`src/rtl/block_transfer_ctrl.sv`:
```
// Multi-register load/store sequencer: walks a register list lowest-index-first,
// issuing one memory request per register, with optional base writeback.
module block_transfer_ctrl #(
  parameter int ADDRESS_LEN = 4,
  parameter int SIZE        = 15,
  parameter int DATA_LEN    = 32
) (
  input  logic                   clk,
  input  logic                   rst,
  input  logic                   start,
  input  logic                   is_load,
  input  logic                   up,
  input  logic                   pre,
  input  logic                   wback,
  input  logic [ADDRESS_LEN-1:0] base_reg,
  input  logic [DATA_LEN-1:0]    base_val,
  input  logic [SIZE-1:0]        reg_list,
  output logic [ADDRESS_LEN-1:0] rf_src,
  input  logic [DATA_LEN-1:0]    rf_rdata,
  output logic                   rf_wb_en,
  output logic [ADDRESS_LEN-1:0] rf_wb_dest,
  output logic [DATA_LEN-1:0]    rf_wb_data,
  output logic                   mem_req,
  output logic                   mem_we,
  output logic [DATA_LEN-1:0]    mem_addr,
  output logic [DATA_LEN-1:0]    mem_wdata,
  input  logic [DATA_LEN-1:0]    mem_rdata,
  input  logic                   mem_ready,
  output logic                   busy,
  output logic                   done
);

  typedef enum logic [1:0] {IDLE, XFER, WBASE, DONE} state_t;

  state_t                 state, state_nx;
  logic [SIZE-1:0]        pend, pend_nx, pend_clr;
  logic [DATA_LEN-1:0]    addr, addr_nx, fbase;
  logic                   load_q, wback_q;
  logic [ADDRESS_LEN-1:0] breg_q;
  logic [DATA_LEN-1:0]    cnt, four_n, start_addr;
  logic [ADDRESS_LEN-1:0] cur_idx;
  logic                   found;

  always_comb begin
    cnt = '0;
    for (int unsigned i = 0; i < SIZE; i++)
      cnt = cnt + DATA_LEN'(reg_list[i]);
    four_n = cnt << 2;
    // Words are always transferred at ascending addresses; only the start differs.
    case ({up, pre})
      2'b10:   start_addr = base_val;
      2'b11:   start_addr = base_val + DATA_LEN'(4);
      2'b00:   start_addr = base_val - four_n + DATA_LEN'(4);
      default: start_addr = base_val - four_n;
    endcase
  end

  always_comb begin
    found   = 1'b0;
    cur_idx = '0;
    for (int unsigned i = 0; i < SIZE; i++) begin
      if (pend[i] && !found) begin
        cur_idx = ADDRESS_LEN'(i);
        found   = 1'b1;
      end
    end
    pend_clr = pend & (pend - SIZE'(1));
  end

  always_ff @(posedge clk or negedge rst) begin
    if (!rst) begin
      state   <= IDLE;
      pend    <= '0;
      addr    <= '0;
      fbase   <= '0;
      load_q  <= 1'b0;
      wback_q <= 1'b0;
      breg_q  <= '0;
    end else begin
      state <= state_nx;
      pend  <= pend_nx;
      addr  <= addr_nx;
      if (state == IDLE && start) begin
        load_q  <= is_load;
        wback_q <= wback;
        breg_q  <= base_reg;
        fbase   <= up ? base_val + four_n : base_val - four_n;
      end
    end
  end

  always_comb begin
    state_nx   = state;
    pend_nx    = pend;
    addr_nx    = addr;
    rf_src     = '0;
    rf_wb_en   = 1'b0;
    rf_wb_dest = '0;
    rf_wb_data = '0;
    mem_req    = 1'b0;
    mem_we     = 1'b0;
    mem_addr   = '0;
    mem_wdata  = '0;
    busy       = 1'b0;
    done       = 1'b0;
    case (state)
      IDLE: begin
        if (start) begin
          pend_nx = reg_list;
          addr_nx = start_addr;
          if (reg_list != '0)
            state_nx = XFER;
          else
            state_nx = wback ? WBASE : DONE;
        end
      end
      XFER: begin
        busy      = 1'b1;
        mem_req   = 1'b1;
        mem_we    = ~load_q;
        mem_addr  = addr;
        rf_src    = cur_idx;
        mem_wdata = rf_rdata;
        if (mem_ready) begin
          if (load_q) begin
            rf_wb_en   = 1'b1;
            rf_wb_dest = cur_idx;
            rf_wb_data = mem_rdata;
          end
          pend_nx = pend_clr;
          addr_nx = addr + DATA_LEN'(4);
          if (pend_clr == '0)
            state_nx = wback_q ? WBASE : DONE;
        end
      end
      WBASE: begin
        busy       = 1'b1;
        rf_wb_en   = 1'b1;
        rf_wb_dest = breg_q;
        rf_wb_data = fbase;
        state_nx   = DONE;
      end
      default: begin
        busy     = 1'b1;
        done     = 1'b1;
        state_nx = IDLE;
      end
    endcase
  end

endmodule

```
`config.mk`:
```
export PLATFORM = sky130hd
export DESIGN_NAME = block_transfer_ctrl
export DESIGN_NICKNAME = d
export VERILOG_FILES = /design/src/rtl/block_transfer_ctrl.sv
export SDC_FILE = /design/constraint.sdc
export NUM_CORES = 1
export LEC_CHECK = 0
export CORE_MARGIN = 10
export CORE_UTILIZATION = 45
export CTS_BUF_LIST = sky130_fd_sc_hd__clkbuf_2
export DETAILED_ROUTE_END_ITERATION = 8
export GPL_ROUTABILITY_DRIVEN = 0
export PLACE_DENSITY = 0.74
export SLEW_MARGIN = 40
export SYNTH_ARGS = -nofsm -noshare
export SYNTH_HDL_FRONTEND = slang
export SYNTH_SLANG_ARGS = --single-unit
```
`constraint.sdc`:
```
create_clock -name clk -period 8.55 [get_ports clk]
set_input_delay 0.855 -clock clk [delete_from_list [all_inputs] [get_ports clk]]
set_output_delay 0.855 -clock clk [all_outputs]
set_load 0.05 [all_outputs]
```
==> run_results.csv <==
group,metric,value,unit
timing,finalClockSkew,33.7,ps
logic_synthesis,synth_fp_nets,1433,
layout,utilization,0.582,
timing,worstMarginPinSlew,812,ps
global_routing,grt_pass1_vias,9665,
worst_hold_path,hold_path.class,"primary input to asynchronous set/reset pin",
logic_synthesis,synth_edf_count,0,
global_routing,grt_pass1_wl,51600,µm
critical_path,worstSetupStartpointType,"primary input",
timing,slew-limit-headroom,0.456,
placement,port_buffers,231,
layout,nets,1592,
timing,hold_violations,0,
logic_synthesis,synthTopCellsByArea,"dfrtp_1, o21ai_0, nand2_1",
die,core.rowCount,52,
cts,cts-resized-gates,0,
cts,clk_pin_slew,270,ps
cts,cts_tree,"built",
critical_path,reg2reg_depth,12,
logic_synthesis,synth_top_area_frac,0.231,
logic_synthesis,ys_seq_elements,87,
cts,ctsHoldBuffers,0,
cts,clk_latency,620,ps
critical_path,end_kind,"flip-flop",
route,routedWlPerCell,19.3,µm
power_and_ir_drop,p_per_area,334,nW/µm²
route,via_count,10245,
global_routing,grt-ovfl-total,0,
critical_path,regToRegEndpoint,"addr[23]$_DFFE_PN0P_",
outcome,status,"finished clean",
die,initial_core_util,0.462,
die,die_x,165,µm
placement,dpl.hpwl,25500,µm
route,ant_nets,0,
logic_synthesis,ys_async_sr_fraction,1.00,
power_and_ir_drop,ir_worst_vdd,0.000187,V
cts,post-cts-setup-buffers,0,
logic_synthesis,yosysTopAreaCell,"dfrtp_1",
die,ios,232,
placement,placedInstanceArea,11800,µm²
run,maxCapViolations,0,
layout,fillers,1941,
logic_synthesis,syn-instance-count,1276,
timing,setup_tns,0,ps
critical_path,regToRegStartpoint,"state[1]$_DFFE_PN0P_",
critical_path,crit_required,9120,ps
critical_path,worstPathMaxFanout,9,
die,die_h,165,µm
timing,setup_viol,0,
layout,area_growth,26.2,%
cts,cts_root_buf,"clkbuf_2",
layout,stdcell_area,11900,µm²
global_routing,grt_use_total,0.235,
global_routing,grt_max_degree,74,
timing,timing.final.crit_share,0.868,
die,die_area,27100,µm²
global_routing,antenna_found_initial,0,
logic_synthesis,yosysWarnings,0,
cts,htreeDepth,3,
timing,max_freq,0.135,GHz
layout,multiInputGateArea,6650,µm²
route,drc_errors,0,
power_and_ir_drop,leakagePower,4.40,nW
layout,drive_gt1_frac,0.0549,
cts,cts.path.max_buffers,2,
placement,place_inst,1694,
route,drt_iter0_markers,812,
logic_synthesis,syn_avg_cell_area,7.39,µm²
layout,antenna-diode-count,0,
timing,holdWs,107,ps
critical_path,rrSetupSlack,5230,ps
timing,rsz0062_at_grt,"false",
logic_synthesis,synth_cell_types,81,
die,core,20400,µm²
timing,final-max-slew-violation-count,0,
timing,finalCriticalPeriod,7420,ps
route,drt_pass1_iterations,6,
layout,layout.cells.non_filler,1710,
logic_synthesis,synthFlopType,"dfrtp_1",
critical_path,critPathKind,"primary input to flip-flop",
logic_synthesis,syn_area,9430,µm²
layout,regArea,2180,µm²
route,routed_via_density,5.99,
critical_path,cp.arrival,7990,ps
cts,cts_buffers,9,
route,routed_wl,33100,µm
logic_synthesis,synth_seq_area_share,0.231,
cts,clkSinkCount,87,
==> stage by stage <==
step	worst slack, ps	total power, mW
after detailed placement	556	3.78
after CTS	1250	3.98
after global placement	709	3.74
final	1130	3.98
after floorplan	1710	2.89
after global routing	834	4.28
==> Yosys cell counts (all sizes together) (21+ instances only) <==
master	number
xnor2	48
and2	68
nand3	35
nor3	27
a22oi	42
nor2	89
inv	54
o22ai	21
dfrtp	87
ha	22
o21ai	111
buf	27
nor4	21
nand2	137
nor2b	40
and3	25
xor2	33
clkbuf	74
a21oi	80
==> logic make-up after synthesis <==
kind of cell    Yosys count  synth area share
mux                      20            0.0228
flops                    87             0.231
simple gates            524             0.292
fa+ha+maj                37            0.0578
xor+xnor                 81            0.0752
buf+inv                 155            0.0665
compound gates          372             0.255
==> how the worst max path moves through the flow <==
stage                startpoint              endpoint  slack (ps)  depth (start not counted)
floorplan           reg_list[0]  addr[31]$_DFFE_PN0P_        1710                         19
global placement    reg_list[0]  addr[31]$_DFFE_PN0P_         710                         20
detailed placement  reg_list[0]  addr[31]$_DFFE_PN0P_         560                         20
CTS                 reg_list[0]  addr[31]$_DFFE_PN0P_        1250                         20
global route        reg_list[0]  addr[31]$_DFFE_PN0P_         830                         20
finish              reg_list[0]  addr[31]$_DFFE_PN0P_        1130                         20
==> layout by cell type, fill, tap and decap left out, types with 25 or more instances in the layout <==
cell,count
a22oi_1,42
xor2_1,33
clkdlybuf4s50_1,230
xnor2_1,48
nor2_1,89
o21ai_0,103
nand2_1,136
nor3_1,25
dfrtp_1,87
nor2b_1,40
nand3_1,35
inv_1,54
a21oi_1,80
and2_1,68
==> per-layer routing <==
| layer | wire length, µm | global-route usage | vias up |
|---|---|---|---|
| met3 | 2280 | 0.0468 | 76 |
| met1 | 13100 | 0.282 | 4880 |
| met4 | 1170 | 0.0870 | 0 |
| met2 | 16500 | 0.407 | 403 |
| met5 | 0 | 0 | - |
| li1 | - | - | 4886 |
==> final cells by class <==
cell class / count / share of cell area
Tap cell: 270 / 0.0284
Timing Repair Buffer: 249 / 0.206
Clock inverter: 7 / 0.00336
Multi-Input combinational cell: 1034 / 0.559
Inverter: 54 / 0.0170
Sequential cell: 87 / 0.183
Clock buffer: 9 / 0.00379
==> report_power, final <==
group	switching [mW]	internal, mW	total [mW]	leakage [nW]
Combinational	1.86	1.08	2.95	3.30
Sequential	0.215	0.621	0.836	1.06
Clock	0.157	0.0348	0.192	0.0488
==> critical path, cell delays in order <==
cell,delay [ps]
clkdlybuf4s50_1,450
inv_1,80
fa_1,600
fa_1,480
fa_1,550
fa_1,440
fa_1,420
fa_1,530
inv_1,100
ha_1,310
or2_2,340
a211oi_2,510
nor2_1,240
xnor2_1,180
o31ai_1,640
nand4_1,370
buf_4,270
nor4_1,340
mux2i_1,210
o21ai_1,70
==> flip-flops by register name, summed over array words and instances (netlist names) <==
signal   cells
wback_q      1
state        2
fbase       32
addr        32
pend        15
load_q       1
breg_q       4
(Power assumes the default switching activity.)
